### config.mk
export PLATFORM = sky130hd
export DESIGN_NAME = fetch_datapath
export DESIGN_NICKNAME = d
export VERILOG_FILES = /design/src/rtl/fetch_pkg.sv /design/src/rtl/reg_n.sv /design/src/rtl/fetch_datapath.sv
export SDC_FILE = /design/constraint.sdc
export NUM_CORES = 1
export LEC_CHECK = 0
export CAP_MARGIN = 0
export CORE_MARGIN = 4
export CORE_UTILIZATION = 25
export DETAILED_ROUTE_END_ITERATION = 12
export SLEW_MARGIN = 0
export SYNTH_ARGS = -nofsm -noshare
export SYNTH_HDL_FRONTEND = slang
export SYNTH_SLANG_ARGS = --single-unit
### constraint.sdc
create_clock -name clk -period 2.8 [get_ports clk]
set_input_delay 0.56 -clock clk [delete_from_list [all_inputs] [get_ports clk]]
set_output_delay 0.56 -clock clk [all_outputs]
set_load 0.02 [all_outputs]
### src/rtl/fetch_pkg.sv
// Shared types for the instruction fetch datapath.
// Latency: n/a (types only).
// Backpressure: n/a (types only).
package fetch_pkg;

    // Fetch sequencer states
    typedef enum logic [2:0] {
        ST_IDLE  = 3'd0,
        ST_F1    = 3'd1,
        ST_F2    = 3'd2,
        ST_F3    = 3'd3,
        ST_PAUSE = 3'd4
    } state_t;

    // Which register drives the internal bus; BUS_NONE drives zero
    typedef enum logic [1:0] {
        BUS_NONE = 2'd0,
        BUS_PC   = 2'd1,
        BUS_MDR  = 2'd2
    } bus_sel_t;

endpackage

### src/rtl/reg_n.sv
// Generic WIDTH-bit load-enabled register with async active-low reset.
// Latency: 1 cycle from ld to q.
// Backpressure: none; loads unconditionally when ld is high.
//
// Ports: clk, rst_n, ld (load enable), d (next value), q (current value).
module reg_n #(
    parameter int               WIDTH     = 16,
    parameter logic [WIDTH-1:0] RESET_VAL = '0
) (
    input  logic             clk,
    input  logic             rst_n,
    input  logic             ld,
    input  logic [WIDTH-1:0] d,
    output logic [WIDTH-1:0] q
);

    always_ff @(posedge clk or negedge rst_n) begin
        if (!rst_n) begin
            q <= RESET_VAL;
        end else if (ld) begin
            q <= d;
        end
    end

endmodule

### src/rtl/fetch_datapath.sv
// Instruction fetch datapath: PC -> MAR, memory read -> MDR, MDR -> IR, then pause.
// Latency: 4 cycles from run/cont edge to fetch_done with mem_ready held high.
// Backpressure: waits in F2 indefinitely until mem_ready; holds in PAUSE until cont.
//
// Ports: clk, rst_n; run (start from IDLE), cont (resume from PAUSE),
// ld_pc_ext/pc_ext (jump, honoured only in IDLE/PAUSE); mem_req/mem_rdata/
// mem_ready (memory read, address = mar); pc, mar, mdr, ir (architectural
// registers); bus (internal shared bus); busy; fetch_done (high in PAUSE).
module fetch_datapath
    import fetch_pkg::*;
#(
    parameter int               WIDTH    = 16,
    parameter logic [WIDTH-1:0] PC_RESET = '0,
    parameter logic [WIDTH-1:0] PC_INC   = WIDTH'(1)
) (
    input  logic             clk,
    input  logic             rst_n,
    input  logic             run,
    input  logic             cont,
    input  logic             ld_pc_ext,
    input  logic [WIDTH-1:0] pc_ext,
    input  logic [WIDTH-1:0] mem_rdata,
    input  logic             mem_ready,
    output logic             mem_req,
    output logic [WIDTH-1:0] pc,
    output logic [WIDTH-1:0] mar,
    output logic [WIDTH-1:0] mdr,
    output logic [WIDTH-1:0] ir,
    output logic [WIDTH-1:0] bus,
    output logic             busy,
    output logic             fetch_done
);

    state_t           state_q;
    state_t           state_d;
    bus_sel_t         bus_sel;
    logic             pc_ld;
    logic             mar_ld;
    logic             mdr_ld;
    logic             ir_ld;
    logic [WIDTH-1:0] pc_d;
    logic [WIDTH-1:0] pc_inc;

    always_ff @(posedge clk or negedge rst_n) begin
        if (!rst_n) begin
            state_q <= ST_IDLE;
        end else begin
            state_q <= state_d;
        end
    end

    always_comb begin
        state_d    = state_q;
        bus_sel    = BUS_NONE;
        mar_ld     = 1'b0;
        mdr_ld     = 1'b0;
        ir_ld      = 1'b0;
        mem_req    = 1'b0;
        busy       = 1'b1;
        fetch_done = 1'b0;
        case (state_q)
            ST_IDLE: begin
                busy = 1'b0;
                if (run) state_d = ST_F1;
            end
            ST_F1: begin
                bus_sel = BUS_PC;
                mar_ld  = 1'b1;
                state_d = ST_F2;
            end
            ST_F2: begin
                mem_req = 1'b1;
                // MDR captures only on the completing edge; mem_ready elsewhere is ignored
                if (mem_ready) begin
                    mdr_ld  = 1'b1;
                    state_d = ST_F3;
                end
            end
            ST_F3: begin
                bus_sel = BUS_MDR;
                ir_ld   = 1'b1;
                state_d = ST_PAUSE;
            end
            ST_PAUSE: begin
                busy       = 1'b0;
                fetch_done = 1'b1;
                if (cont) state_d = ST_F1;
            end
            default: begin
                busy    = 1'b0;
                state_d = ST_IDLE;
            end
        endcase
    end

    // Single-source bus mux; idle value is zero rather than a floating bus
    always_comb begin
        bus = '0;
        case (bus_sel)
            BUS_PC:  bus = pc;
            BUS_MDR: bus = mdr;
            default: bus = '0;
        endcase
    end

    // PC advances during F1; external jumps only while the sequencer is parked,
    // so a jump issued together with cont is the address the next F1 uses.
    assign pc_inc = pc + PC_INC;

    always_comb begin
        pc_ld = 1'b0;
        pc_d  = pc_inc;
        if (state_q == ST_F1) begin
            pc_ld = 1'b1;
        end else if ((state_q == ST_IDLE || state_q == ST_PAUSE) && ld_pc_ext) begin
            pc_ld = 1'b1;
            pc_d  = pc_ext;
        end
    end

    reg_n #(.WIDTH(WIDTH), .RESET_VAL(PC_RESET)) u_pc (
        .clk(clk), .rst_n(rst_n), .ld(pc_ld), .d(pc_d), .q(pc)
    );

    reg_n #(.WIDTH(WIDTH), .RESET_VAL('0)) u_mar (
        .clk(clk), .rst_n(rst_n), .ld(mar_ld), .d(bus), .q(mar)
    );

    reg_n #(.WIDTH(WIDTH), .RESET_VAL('0)) u_mdr (
        .clk(clk), .rst_n(rst_n), .ld(mdr_ld), .d(mem_rdata), .q(mdr)
    );

    reg_n #(.WIDTH(WIDTH), .RESET_VAL('0)) u_ir (
        .clk(clk), .rst_n(rst_n), .ld(ir_ld), .d(bus), .q(ir)
    );

endmodule

# Word-level counts from Yosys, hierarchy flattened
# Cells that the tools add are included.
# classes
reduce_logical,5
mux,17
addsub,1
eq_ne,9
# op_table
operator,count
$mux W16,2
$pmux W16 S2,1
$add A16 B1 Y16 const B,1
$pmux W3 S5,1
$mux W1,9
$mux W3,3
$eq A3 B2 Y1 const B,2
$ne A2 B2 Y1 const B,3
$pmux W2 S2,1
$eq A3 B1 Y1 const B,1
$eq A3 B3 Y1 const B,1
$logic_not A3 Y1,1
$reduce_and A3 Y1,1
$reduce_or A3 Y1,1
$eq A2 B1 Y1 const B,1
$eq A2 B2 Y1 const B,1
$logic_and A1 B1 Y1,1
$logic_or A1 B1 Y1,1
# word_totals
wordCells,37
reg_bits,67

# Depth between registers and ports, before layout
# depth
word_depth,5
depth_mapped,7
depth_no_buf,5

# Hierarchy
# A second synthesis with hierarchy kept.
# hier_totals
hier_cells,254
area_unflattened_um2,3439.5
# by_module_without_submodules
mod,area_per_inst_um2,cells_each,instances
reg_n,649.4,34,4
fetch_datapath,842.1,118,1

# Worst setup path after synthesis
# No wires, ideal clock.
# synth_timing
path_type,reg2out
from,register state_q[2]
to,output port bus[0]
stages_incl_launch_ff,7
n_path_buf,2
setup_slack_ns,0.837
required_ns,2.240
t_arrival_ns,1.403
cell_sequence,dfrtp_1 -> buf_6 -> nand2b_1 -> nor2_1 -> buf_2 -> nand2_1 -> nand2_1
# synth_via
elab_chain_cells,4
# synth_lines
item,line,text
from (decl),fetch_datapath.sv:34,state_t state_q;
from (signal assigned),fetch_datapath.sv:48,state_q <= state_d;
$eq A3 B2 Y1 or $eq A3 B1 Y1 (tied branches),fetch_datapath.sv:61,case (state_q)
$pmux W2 S2 (*),fetch_datapath.sv:61,
$eq A2 B2 Y1 or $eq A2 B1 Y1 (tied branches),fetch_datapath.sv:99,case (bus_sel)
$pmux W16 S2 (*),fetch_datapath.sv:99,
to (decl),fetch_datapath.sv:29,"output logic [WIDTH-1:0] bus,"
# Every way passes the cells marked *; elsewhere a longest branch is shown, timed or not.

# Worst setup path after layout
# layout_timing
from,register state_q[2]
to,output port bus[9]
# The elaborated chain is that of the path after synthesis.

==> impl_metrics.tcl <==
set metrics [dict create \
    crit_fanout 13 \
    worstPathRequired_ps 2240 \
    pre_cts_ws_ps 314.8 \
    layout_worst_path_cycle_share_pct 95.75 \
    ioPinCount 121 \
    routed_wl_um 9961 \
    hold_viol_final 0 \
    end_kind "output port" \
    synth_warnings 0 \
    path_clk_slew_ps 50 \
    syn_inst 316 \
    cp-start-kind "register" \
    setup_ws_ps 119.0 \
    drtIter0Drc 113 \
    post-route-min-period_ps 2681 \
    ys_seq_area_share_pct 53.30 \
    whs_ps 347.3 \
    max-cap-violations 0 \
    synth_area_um2 3146 \
    grt_max_degree 68 \
    synth_top_cell_area_share_pct 53.30 \
    worstReg2RegEnd "u_pc.q[2]" \
    syn-num-nets 355 \
    place_congestion 0.7753 \
    highest_layer "met4" \
    synth_flop_cell "dfrtp_1" \
    tightestPinTransition_ps 873.0 \
    relSlewSlack_pct 41.80 \
    dpl.hpwl_um 7263 \
    diodes 0 \
    hold_class "input port to asynchronous set/reset pin" \
    drv_slew 0 \
    clk_path_buf_depth 2 \
    htreeDepth 3 \
    core-area_um2 12160 \
    root_buffer "clkbuf_16" \
    setup_viol 0 \
    fmax_mhz 373.0 \
    status "finished, final reports clean" \
    powerDensity_nw_per_um2 1319 \
    synthTopCellsByArea "dfrtp_1 (53%), nand2_1 (15%), mux2_1 (3.6%)" \
    cp_data_arrival_time_ps 2120 \
    layout.area.seq_um2 1680 \
    die_x_um 120.2 \
    via_count 2764 \
    clk-insertion-delay-late_ps 330 \
    r2r-start "state_q[1]" \
    drive_above_1_share_pct 10.56 \
    drc 0 \
    crit_type "register to output port" \
    avgSynthCellArea_um2 9.954 \
    fillers 1214 \
    antenna_found_initial 0 \
    timing.reg2reg.setup_slack_ps 970 \
    multiInputGateArea_um2 1323 \
    wl_per_cell_um 16.25 \
    fin_nets 479 \
    grt_usage_pct 14.09 \
    cts_buffers 9 \
    synthDistinctLibCells 52 \
    final_util_pct 39.40 \
    met1_length_um 4600 \
    power_leakage_nw 2.274 \
    dr_wl_met2_um 4652 \
    tns_ps 0 \
    grt_overflow_total 0 \
    io_buffers 120 \
    cts_tree "yes" \
    grt_pass1_wl_um 15770 \
    synth_largest_area_cell "dfrtp_1" \
    initial_core_util_pct 25.86 \
    fp.dieArea_um2 14440 \
    wl_met3_um 595 \
    synth_edf_count 0 \
    r2r_cells 4 \
    vias_per_cell 4.509 \
    irDropWorstVdd_uv 552.5 \
    first_pass_iters 7 \
    synth_seq_cells 67 \
    core.rowCount 40 \
    cts.sinks 67 \
    syn_to_final_growth_pct 52.35 \
    place_area_um2 4472 \
    rsz0062_at_grt "false" \
    final_area_um2 4792 \
    ant_nets 0 \
    die_y_um 120.2 \
    async_flop_share_pct 100.0 \
    grt_pass1_vias 2828 \
    finalClockSkew_ps 6.805 \
]
[cell usage in the layout (no fill, tap or decap), drive strengths merged, types with 4 or more instances in the layout]
master,Yosys,routed
nand2,127,127
clkdlybuf4s50,0,111
dfrtp,67,67
mux2,16,16
nor2,14,14
clkbuf,3,14
buf,13,10
dlymetal6s2s,0,8
nor3,7,7
a21oi,6,6
nand4,6,6
o21ai,5,5
nand2b,4,4
mux2i,4,4
a221o,4,4
[routing by layer]
| layer | up-vias | GRT usage (%) |
|---|---|---|
| met1 | 1328 | 18.97 |
| met3 | 6 | 3.882 |
| met4 | 0 | 4.366 |
| li1 | 1318 | - |
| met5 | - | 0 |
| met2 | 112 | 22.06 |
[cell type report]
class | instances | area share [%]
Clock inverter | 2 | 0.2089
Tap cell | 168 | 4.386
Timing Repair Buffer | 129 | 27.00
Clock buffer | 14 | 5.509
Sequential cell | 67 | 35.07
Multi-Input combinational cell | 230 | 27.60
Inverter | 3 | 0.2350
[cell families (layout without fill, tap and decap cells)]
| logic type | after synthesis | after routing | synth area share (%) |
|---|---|---|---|
| and+or+nand+nor | 174 | 174 | 26.41 |
| DFF | 67 | 67 | 53.30 |
| AOI/OAI and AO/OA | 35 | 35 | 8.234 |
| muxes | 20 | 20 | 7.001 |
| buffers and inverters | 19 | 148 | 4.654 |
| adders and majority gates | 1 | 1 | 0.3977 |
[critical path, stage by stage, from the launching register on]
cell and delay [ps]:
dfrtp_2 470, nand2b_1 220, nor2_1 150, buf_6 200, nand2_1 90, nand2_1 70
clkdlybuf4s50_1 600
[flip-flops by register name, summed over array words and instances (netlist names)]
| register | flops |
|---|---|
| u_mdr.q | 16 |
| u_pc.q | 16 |
| u_mar.q | 16 |
| u_ir.q | 16 |
| state_q | 3 |
[cells in the mapped netlist, types with 2 or more instances]
library cell,count
mux2_2,6
nand2_1,127
a211oi_1,3
nand4_1,3
nor4_4,2
buf_2,5
a311oi_1,2
a21oi_1,5
mux2_1,10
inv_1,2
clkbuf_8,2
o21ai_0,5
nand2b_1,4
buf_6,6
nor3_1,6
mux2i_1,4
a21o_1,2
dfrtp_1,67
a31oi_1,3
nand4_4,2
nor2_1,14
o211ai_1,3
a221o_1,4
[where the power goes]
part	switching (mW)	internal [mW]	leakage [nW]	total, mW
clock network	0.403	0.646	0.137	1.05
registers	0.511	1.44	0.811	1.95
logic	1.79	1.53	1.33	3.32
total	2.70	3.62	2.27	6.32
[metrics by stage]
step,power (mW),instances
after floorplan,3.757,316
after global placement,5.282,595
after detailed placement,5.312,595
after CTS,6.389,611
after global routing,6.755,613
final,6.321,613
[what timing repair did]
action,CTS,global route
pin swaps,0,0
hold buffers,0,0
resized for setup,1,12
endpoints found under the hold margin,0,0
gates cloned,0,0
endpoints found under the setup margin,16,16
buffers inserted,0,2
[worst max path at each step]
| stage | slack, ps | startpoint | cells after the start | endpoint |
|---|---|---|---|---|
| 2_1_floorplan | 840 | state_q[2] | 6 | bus[0] |
| 3_3_place_gp | 370 | state_q[1] | 5 | bus[9] |
| 3_5_place_dp | 310 | state_q[2] | 6 | bus[15] |
| 4_1_cts | 2 | state_q[2] | 6 | bus[15] |
| 5_1_grt | 3 | state_q[2] | 6 | bus[13] |
| 6_report | 120 | state_q[2] | 6 | bus[9] |
(Power assumes the default switching activity.)
